$ cat config.mk
export PLATFORM = sky130hd
export DESIGN_NAME = multicycle_control_flat
export DESIGN_NICKNAME = d
export VERILOG_FILES = /design/src/rtl/multicycle_control_if.sv /design/src/rtl/multicycle_control.sv /design/src/flat_wrapper.sv
export SDC_FILE = /design/constraint.sdc
export NUM_CORES = 1
export LEC_CHECK = 0
export ABC_CLOCK_PERIOD_IN_PS = 1350
export CAP_MARGIN = 20
export CORE_MARGIN = 3
export CORE_UTILIZATION = 35
export CTS_BUF_LIST = sky130_fd_sc_hd__clkbuf_16
export CTS_CLUSTER_DIAMETER = 150
export DETAILED_ROUTE_END_ITERATION = 16
export PLACE_DENSITY_LB_ADDON = 0.15
export SLEW_MARGIN = 20
export SYNTH_ARGS = -nofsm -noshare
export SYNTH_HDL_FRONTEND = slang
export SYNTH_SLANG_ARGS = --single-unit
export TNS_END_PERCENT = 20
$ cat constraint.sdc
create_clock -name clk -period 1.35 [get_ports clk]
set_input_delay 0.2025 -clock clk [delete_from_list [all_inputs] [get_ports clk]]
set_output_delay 0.2025 -clock clk [all_outputs]
set_load 0.01 [all_outputs]
$ cat src/rtl/multicycle_control_if.sv
// Bundle of the controller's datapath-facing signals: instruction/status
// inputs in, datapath selects and enables out, plus the debug state.
interface multicycle_control_if;
    logic [5:0] opcode;
    logic       zero;
    logic       mem_ready;
    logic       IorD;
    logic       MemWrite;
    logic       IRWrite;
    logic       RegDst;
    logic       MemtoReg;
    logic       RegWrite;
    logic       ALUSrcA;
    logic [1:0] ALUSrcB;
    logic [1:0] ALUOp;
    logic [1:0] PCSrc;
    logic       PCEn;
    logic       illegal_op;
    logic [3:0] state_o;

    // Controller side
    modport master (
        input  opcode, zero, mem_ready,
        output IorD, MemWrite, IRWrite, RegDst, MemtoReg, RegWrite, ALUSrcA,
               ALUSrcB, ALUOp, PCSrc, PCEn, illegal_op, state_o
    );

    // Datapath side
    modport slave (
        output opcode, zero, mem_ready,
        input  IorD, MemWrite, IRWrite, RegDst, MemtoReg, RegWrite, ALUSrcA,
               ALUSrcB, ALUOp, PCSrc, PCEn, illegal_op, state_o
    );
endinterface

$ cat src/rtl/multicycle_control.sv
// Moore control FSM for a multicycle MIPS-style datapath (lw, sw, R-type,
// beq, addi, j). Opcode is looked at only in DECODE; the lw/sw choice needed
// later in MEMADR is captured there in is_sw_reg so later opcode changes are
// ignored.
module multicycle_control #(
    parameter int MEM_HANDSHAKE = 1
) (
    input  logic                  clk,
    input  logic                  reset_n,
    multicycle_control_if.master  bus
);
    typedef enum logic [3:0] {
        FETCH    = 4'd0,
        DECODE   = 4'd1,
        MEMADR   = 4'd2,
        MEMRD    = 4'd3,
        MEMWB    = 4'd4,
        MEMWR    = 4'd5,
        EXECUTE  = 4'd6,
        ALUWB    = 4'd7,
        BRANCH   = 4'd8,
        ADDIEXEC = 4'd9,
        ADDIWB   = 4'd10,
        JUMP     = 4'd11
    } state_t;

    localparam logic [5:0] OP_R    = 6'b000000;
    localparam logic [5:0] OP_LW   = 6'b100011;
    localparam logic [5:0] OP_SW   = 6'b101011;
    localparam logic [5:0] OP_BEQ  = 6'b000100;
    localparam logic [5:0] OP_ADDI = 6'b001000;
    localparam logic [5:0] OP_J    = 6'b000010;

    state_t     state_reg, state_next;
    logic       is_sw_reg, is_sw_next;
    logic       mem_rdy;

    logic       iord, mem_write, ir_write, reg_dst, mem_to_reg, reg_write;
    logic       alu_src_a, pc_en, illegal;
    logic [1:0] alu_src_b, alu_op, pc_src;

    // With the handshake disabled every memory access completes in one cycle
    assign mem_rdy = (MEM_HANDSHAKE != 0) ? bus.mem_ready : 1'b1;

    // State and captured lw/sw flag; reset aborts any instruction in flight
    always_ff @(posedge clk or negedge reset_n) begin
        if (!reset_n) begin
            state_reg <= FETCH;
            is_sw_reg <= 1'b0;
        end else begin
            state_reg <= state_next;
            is_sw_reg <= is_sw_next;
        end
    end

    // Next-state decode and Moore outputs; everything defaults to 0
    always_comb begin
        state_next = state_reg;
        is_sw_next = is_sw_reg;
        iord       = 1'b0;
        mem_write  = 1'b0;
        ir_write   = 1'b0;
        reg_dst    = 1'b0;
        mem_to_reg = 1'b0;
        reg_write  = 1'b0;
        alu_src_a  = 1'b0;
        alu_src_b  = 2'b00;
        alu_op     = 2'b00;
        pc_src     = 2'b00;
        pc_en      = 1'b0;
        illegal    = 1'b0;

        case (state_reg)
            FETCH: begin
                alu_src_b = 2'b01;
                ir_write  = mem_rdy;
                pc_en     = mem_rdy;
                if (mem_rdy) state_next = DECODE;
            end
            DECODE: begin
                alu_src_b = 2'b11;
                // illegal_op is the one output that looks at opcode: the
                // instruction is only known in this cycle
                case (bus.opcode)
                    OP_LW:   begin state_next = MEMADR; is_sw_next = 1'b0; end
                    OP_SW:   begin state_next = MEMADR; is_sw_next = 1'b1; end
                    OP_R:    state_next = EXECUTE;
                    OP_BEQ:  state_next = BRANCH;
                    OP_ADDI: state_next = ADDIEXEC;
                    OP_J:    state_next = JUMP;
                    default: begin state_next = FETCH; illegal = 1'b1; end
                endcase
            end
            MEMADR: begin
                alu_src_a  = 1'b1;
                alu_src_b  = 2'b10;
                state_next = is_sw_reg ? MEMWR : MEMRD;
            end
            MEMRD: begin
                iord = 1'b1;
                if (mem_rdy) state_next = MEMWB;
            end
            MEMWB: begin
                mem_to_reg = 1'b1;
                reg_write  = 1'b1;
                state_next = FETCH;
            end
            MEMWR: begin
                iord      = 1'b1;
                mem_write = 1'b1;
                if (mem_rdy) state_next = FETCH;
            end
            EXECUTE: begin
                alu_src_a  = 1'b1;
                alu_op     = 2'b10;
                state_next = ALUWB;
            end
            ALUWB: begin
                reg_dst    = 1'b1;
                reg_write  = 1'b1;
                state_next = FETCH;
            end
            BRANCH: begin
                alu_src_a  = 1'b1;
                alu_op     = 2'b01;
                pc_src     = 2'b01;
                pc_en      = bus.zero;
                state_next = FETCH;
            end
            ADDIEXEC: begin
                alu_src_a  = 1'b1;
                alu_src_b  = 2'b10;
                state_next = ADDIWB;
            end
            ADDIWB: begin
                reg_write  = 1'b1;
                state_next = FETCH;
            end
            JUMP: begin
                pc_src     = 2'b10;
                pc_en      = 1'b1;
                state_next = FETCH;
            end
            default: state_next = FETCH;   // encodings 12-15: recover, outputs 0
        endcase

        // Reset is asynchronous, so the enables are also gated combinationally:
        // FETCH would otherwise follow mem_ready while reset is held
        if (!reset_n) begin
            mem_write = 1'b0;
            ir_write  = 1'b0;
            reg_write = 1'b0;
            pc_en     = 1'b0;
            illegal   = 1'b0;
        end
    end

    assign bus.IorD       = iord;
    assign bus.MemWrite   = mem_write;
    assign bus.IRWrite    = ir_write;
    assign bus.RegDst     = reg_dst;
    assign bus.MemtoReg   = mem_to_reg;
    assign bus.RegWrite   = reg_write;
    assign bus.ALUSrcA    = alu_src_a;
    assign bus.ALUSrcB    = alu_src_b;
    assign bus.ALUOp      = alu_op;
    assign bus.PCSrc      = pc_src;
    assign bus.PCEn       = pc_en;
    assign bus.illegal_op = illegal;
    assign bus.state_o    = state_reg;
endmodule

$ cat src/flat_wrapper.sv
// flat-port wrapper written by rule: the top's interface ports become plain ports
module multicycle_control_flat 
#(
    parameter int MEM_HANDSHAKE = 1
)
  (clk, reset_n, bus_opcode, bus_zero, bus_mem_ready, bus_IorD, bus_MemWrite, bus_IRWrite, bus_RegDst, bus_MemtoReg, bus_RegWrite, bus_ALUSrcA, bus_ALUSrcB, bus_ALUOp, bus_PCSrc, bus_PCEn, bus_illegal_op, bus_state_o);
  multicycle_control_if bus_i ();
  input  logic clk;
  input  logic reset_n;
  input wire logic [$bits(bus_i.opcode)-1:0] bus_opcode;
  input wire logic [$bits(bus_i.zero)-1:0] bus_zero;
  input wire logic [$bits(bus_i.mem_ready)-1:0] bus_mem_ready;
  output wire logic [$bits(bus_i.IorD)-1:0] bus_IorD;
  output wire logic [$bits(bus_i.MemWrite)-1:0] bus_MemWrite;
  output wire logic [$bits(bus_i.IRWrite)-1:0] bus_IRWrite;
  output wire logic [$bits(bus_i.RegDst)-1:0] bus_RegDst;
  output wire logic [$bits(bus_i.MemtoReg)-1:0] bus_MemtoReg;
  output wire logic [$bits(bus_i.RegWrite)-1:0] bus_RegWrite;
  output wire logic [$bits(bus_i.ALUSrcA)-1:0] bus_ALUSrcA;
  output wire logic [$bits(bus_i.ALUSrcB)-1:0] bus_ALUSrcB;
  output wire logic [$bits(bus_i.ALUOp)-1:0] bus_ALUOp;
  output wire logic [$bits(bus_i.PCSrc)-1:0] bus_PCSrc;
  output wire logic [$bits(bus_i.PCEn)-1:0] bus_PCEn;
  output wire logic [$bits(bus_i.illegal_op)-1:0] bus_illegal_op;
  output wire logic [$bits(bus_i.state_o)-1:0] bus_state_o;
  assign bus_i.opcode = bus_opcode;
  assign bus_i.zero = bus_zero;
  assign bus_i.mem_ready = bus_mem_ready;
  assign bus_IorD = bus_i.IorD;
  assign bus_MemWrite = bus_i.MemWrite;
  assign bus_IRWrite = bus_i.IRWrite;
  assign bus_RegDst = bus_i.RegDst;
  assign bus_MemtoReg = bus_i.MemtoReg;
  assign bus_RegWrite = bus_i.RegWrite;
  assign bus_ALUSrcA = bus_i.ALUSrcA;
  assign bus_ALUSrcB = bus_i.ALUSrcB;
  assign bus_ALUOp = bus_i.ALUOp;
  assign bus_PCSrc = bus_i.PCSrc;
  assign bus_PCEn = bus_i.PCEn;
  assign bus_illegal_op = bus_i.illegal_op;
  assign bus_state_o = bus_i.state_o;
  multicycle_control #(.MEM_HANDSHAKE(MEM_HANDSHAKE)) u_core (.clk(clk), .reset_n(reset_n), .bus(bus_i));
endmodule
==> results by group, run 1 <==
STA
  – Worst setup endpoint after the global-route repair_timing: bus_illegal_op
  – Worst endpoint type: primary output

Clock network
  – Root buffer cell: clkbuf_16
  – CTS Buffer Depth: 2
  – Cts bufs inserted: 3
  – Sink Count: 5
  – Max H-tree Level: 1

Place
  – Number of buffers added on ports: 28
  – Final HPWL from detailed placement: 1550 um
  – Final Wtd Congestion: 0.902

Die
  – Die Ht: 46.3 um
  – Starting density of the core: 40.1%
  – Num rows: 13
  – Die Wd: 46.3 um
  – Top-Level Pins: 29

Synthesis
  – Synthesized flop and latch total: 5
  – Synth unique cells: 32
  – Synth area leader: dfrtp_1
  – Sequential area share after synthesis: 22.0%
  – Syn_nets: 84
  – Mean Syn Cell Area: 7.68 um^2
  – Post-synth top area share: 22.0%
  – Post-Syn Area: 568 um^2
  – Synth Warn #: 0
  – Synth area leaders: dfrtp_1, nor3_2, nand2_1, nor2_1, nor3_1
  – Synthesized instance count: 74

Global route
  – Initial antenna violation count: 0
  – Largest net degree at the start of global routing: 8

Run status
  – Status: did not finish
  – Log Error: [ERROR DPL-0033] detailed placement checks failed during check placement.
  – Fail Step: global routing
==> synthesized netlist by cell type <==
| cell type | count |
|---|---|
| buf_2 | 4 |
| nand2_1 | 9 |
| xnor2_1 | 1 |
| o211a_1 | 1 |
| nor3b_1 | 1 |
| nand2b_1 | 2 |
| a21oi_2 | 1 |
| dfrtp_1 | 5 |
| o21ai_0 | 4 |
| a21oi_1 | 4 |
| o211ai_1 | 2 |
| a211o_1 | 1 |
| nand2b_4 | 1 |
| nor4b_4 | 1 |
| nor3_2 | 4 |
| nand3b_1 | 1 |
| a211oi_2 | 1 |
| inv_1 | 2 |
| nor2b_1 | 3 |
| o22ai_1 | 1 |
| or3_4 | 1 |
| nor2_1 | 7 |
| xor2_1 | 1 |
| nand3_1 | 4 |
| nor4_1 | 1 |
| mux2_1 | 1 |
| and2_1 | 1 |
| nor3_1 | 5 |
| a2bb2oi_1 | 1 |
| and3_1 | 1 |
| a211oi_1 | 1 |
| a41o_1 | 1 |
==> repair_timing <==
item                                    4_1_cts
gates cloned                                  0
gates resized for setup                      94
hold buffers                                  0
pin swaps                                     5
endpoints found under the setup margin       24
setup buffers                                13
==> through the flow <==
| stage | cells | worst slack [ns] | setup TNS, ns | cell area, um^2 |
|---|---|---|---|---|
| after floorplan | 74 | -0.0738 | -0.0738 | 574 |
| after global placement | 143 | -0.635 | -7.04 | 1080 |
| after detailed placement | 143 | -0.688 | -7.52 | 1080 |
| after CTS | 160 | -0.395 | -3.70 | 1320 |
==> cells by family after synthesis <==
| group | after synthesis | share of synthesized area (%) |
|---|---|---|
| mux | 1 | 1.98 |
| simple gates | 42 | 45.6 |
| xor+xnor | 2 | 3.08 |
| flops | 5 | 22.0 |
| buf+inv | 6 | 4.85 |
| compound gates | 18 | 22.5 |
==> run 2, diff against run 1 <==
--- a/config.mk
+++ b/config.mk
@@ -5,13 +5,11 @@
 export SDC_FILE = /design/constraint.sdc
 export NUM_CORES = 1
 export LEC_CHECK = 0
-export ABC_CLOCK_PERIOD_IN_PS = 1350
+export ABC_CLOCK_PERIOD_IN_PS = 1800
 export CAP_MARGIN = 20
-export CORE_MARGIN = 3
-export CORE_UTILIZATION = 35
-export CTS_BUF_LIST = sky130_fd_sc_hd__clkbuf_16
-export CTS_CLUSTER_DIAMETER = 150
+export CORE_AREA = 3 3 64 66
 export DETAILED_ROUTE_END_ITERATION = 16
+export DIE_AREA = 0 0 67 69
 export PLACE_DENSITY_LB_ADDON = 0.15
 export SLEW_MARGIN = 20
 export SYNTH_ARGS = -nofsm -noshare
==> constraint.sdc (replaced) <==
create_clock -name clk -period 1.8 [get_ports clk]
set_input_delay 0.27 -clock clk [delete_from_list [all_inputs] [get_ports clk]]
set_output_delay 0.27 -clock clk [all_outputs]
set_load 0.01 [all_outputs]
==> run 2 against run 1 <==
The flow now finishes without violations. Synthesized cell count stayed put. Synthesized area stayed put.
==> results by group, run 2 <==
Die
  – Num rows: 22
  – Core ar.: 3630 um^2
  – Die area: 4620 um^2
  – Die Wd: 67 um
  – Die Ht: 69 um
  – Top-Level Pins: 29
  – Starting density of the core: 15.6%

Global route
  – GRT Util Overall: 10.2%
  – Vias in the first global route: 808
  – Initial antenna violation count: 0
  – First-pass GRT wire length: 3640 um
  – Largest net degree at the start of global routing: 8
  – Grt total ovfl: 0

Synthesis
  – Synthesized flop and latch total: 5
  – Synth area leaders: dfrtp_1, nor3_2, nand2_1, nor2_1, nor3_1
  – Post-synth top cells: nand2_1, nor2_1, dfrtp_1, nor3_1
  – Post-synth top area share: 22.0%
  – EDFF count, synth: 0
  – Sequential area share after synthesis: 22.0%
  – Synth Warn #: 0
  – Synth unique cells: 32
  – Post-Syn Area: 568 um^2
  – Post-synth ARST share: 100%
  – Synth area leader: dfrtp_1
  – Syn_nets: 84
  – Top FF cell, synth: dfrtp_1
  – Most frequent cell after synthesis: nand2_1
  – Synthesized instance count: 74
  – Mean Syn Cell Area: 7.68 um^2

Critical path
  – R2R depth: 5
  – Critical Path End Type: output pin
  – Worst EP required: 1.53 ns
  – CP Data Arrival Time: 1.45 ns
  – Critical path peak fanout: 3
  – Setup crit start kind: input port
  – Crit Path Category: in -> out

Finish
  – Layout cell share with drive strength beyond 1: 43.2%
  – Final Util: 32.5%
  – Nets: 143
  – Layout Area Growth over Synthesis: 108%
  – Commonest non-fill, non-tap cell in the layout: buf_4
  – Max FFs per register: 4
  – ANT cells: 0
  – Commonest cells after routing, fill and taps aside: buf_4, dlygate4sd2_1, clkdlybuf4s50_1, nand2_1, nor2_1

Routing
  – Vias post-DR: 772
  – # DRC: 0
  – First drt pass iteration count: 4
  – WL/cell: 11.9 um
  – Vias per inst: 4.29
  – DRT Wirelength: 2140 um
  – Iter 0 DRT Violations: 22
  – Final ANT Viol Nets: 0

Clock network
  – Root buffer cell: clkbuf_8
  – Latest clock arrival within the worst-skew pair: 0.22 ns
  – # hold bufs at CTS: 0
  – CTS tree: built
  – CTS Buffer Depth: 2
  – Postcts setup bufs: 0
  – Cts bufs inserted: 3
  – Sink Count: 5
  – Clock-pin slew on the worst setup and hold paths: 0.04 ns
  – Max H-tree Level: 1

Job
  – Max-Cap Viols: 0

Place
  – Final HPWL from detailed placement: 1850 um
  – Final Wtd Congestion: 0.876
  – Number of buffers added on ports: 28

STA
  – TNS Setup: 0 ns
  – Number of setup violations in the final report: 0
  – Minimum clock period after layout: 1.72 ns
  – RSZ-0062 raised after global routing: yes
  – F_max: 0.581 GHz
  – Pins Over Slew Limit: 0
  – Worst Max-Slew Pin Slew: 0.253 ns
  – Worst slew margin: 83.0%
  – Fin Clk Skew: 0.00406 ns
  – Tcrit/Tclk final: 95.6%
  – Final hold viol count: 0

Power and ir drop
  – Peak supply drop: 0.329 mV
  – PD cells: 1350 nW/um^2
  – Leak: 0.567 nW

Hold path
  – Hold Crit Class: in -> async

Run status
  – Status: finished clean
run 2: cell counts after synthesis:
No cell type changed its count.
run 2: final timing paths:
kind | slack [ns] | endpoint | start
max in group asynchronous | 1.47 | u_core.bus.state_o[1]$_DFFE_PN0P_ | reset_n
worst min register to register | 0.53 | u_core.is_sw_reg$_DFFE_PN0P_ | u_core.is_sw_reg$_DFFE_PN0P_
min in group clk | 0.51 | u_core.is_sw_reg$_DFFE_PN0P_ | bus_opcode[3]
worst max register to register | 0.36 | u_core.bus.state_o[2]$_DFFE_PN0P_ | u_core.bus.state_o[1]$_DFFE_PN0P_
worst max-delay path | 0.08 | bus_illegal_op | bus_opcode[5]
worst min-delay path | 0.17 | u_core.bus.state_o[0]$_DFFE_PN0P_ | reset_n
run 2: metal layers:
layer  vias to the layer above  global-route usage [%]  share of wire (%)
li1                        389                       -                  -
met5                         -                       0                  0
met2                        33                    16.6                 49
met1                       344                    11.1                 40
met4                         0                    7.43                3.5
met3                         6                    2.44                7.5
run 2: cell type report:
class | instances | area (um^2)
Fill cell | 410 | 2450
Timing Repair Buffer | 58 | 474
Multi-Input combinational cell | 63 | 464
Sequential cell | 5 | 129
Tap cell | 48 | 60.1
Clock buffer | 4 | 45.0
Inverter | 2 | 7.51
run 2: cells by family after synthesis:
family / count (synthesis) / share of synthesized area, %
buffers and inverters: 6 / 4.85
AOI/OAI and AO/OA: 18 / 22.5
and+or+nand+nor: 42 / 45.6
muxes: 1 / 1.98
xor gates and xnor gates: 2 / 3.08
DFF: 5 / 22.0
run 2: metrics by stage:
step | hold slack (ns) | setup WS, ns | instances | instance area (um^2) | power, mW
after floorplan | -0.0256 | 0.297 | 74 | 568 | 0.751
after global placement | 0.568 | -0.364 | 176 | 1110 | 1.41
after detailed placement | 0.535 | -0.396 | 176 | 1110 | 1.41
after CTS | 0.186 | 0.0225 | 180 | 1170 | 1.61
after global routing | 0.196 | 0.00513 | 180 | 1180 | 1.74
final | 0.171 | 0.0793 | 180 | 1180 | 1.59
run 2: report_power, final:
| group | switching [mW] | total (mW) | internal [mW] |
|---|---|---|---|
| registers | 0.0666 | 0.231 | 0.164 |
| logic | 0.525 | 1.16 | 0.632 |
| clock network | 0.0552 | 0.207 | 0.152 |
| total | 0.647 | 1.59 | 0.948 |
run 2: timing repair:
| action | CTS | global route |
|---|---|---|
| pin swaps | 1 | 0 |
| gates resized for setup | 37 | 6 |
| endpoints found under the setup margin | 15 | 4 |
| cloned | 0 | 0 |
run 2: critical path, cell delays in order:
cell and delay, ns:
clkdlybuf4s50_1 0.44, or3_4 0.36, nor3_4 0.16, nor4_2 0.07
buf_2 0.14
(Power assumes the default switching activity.)
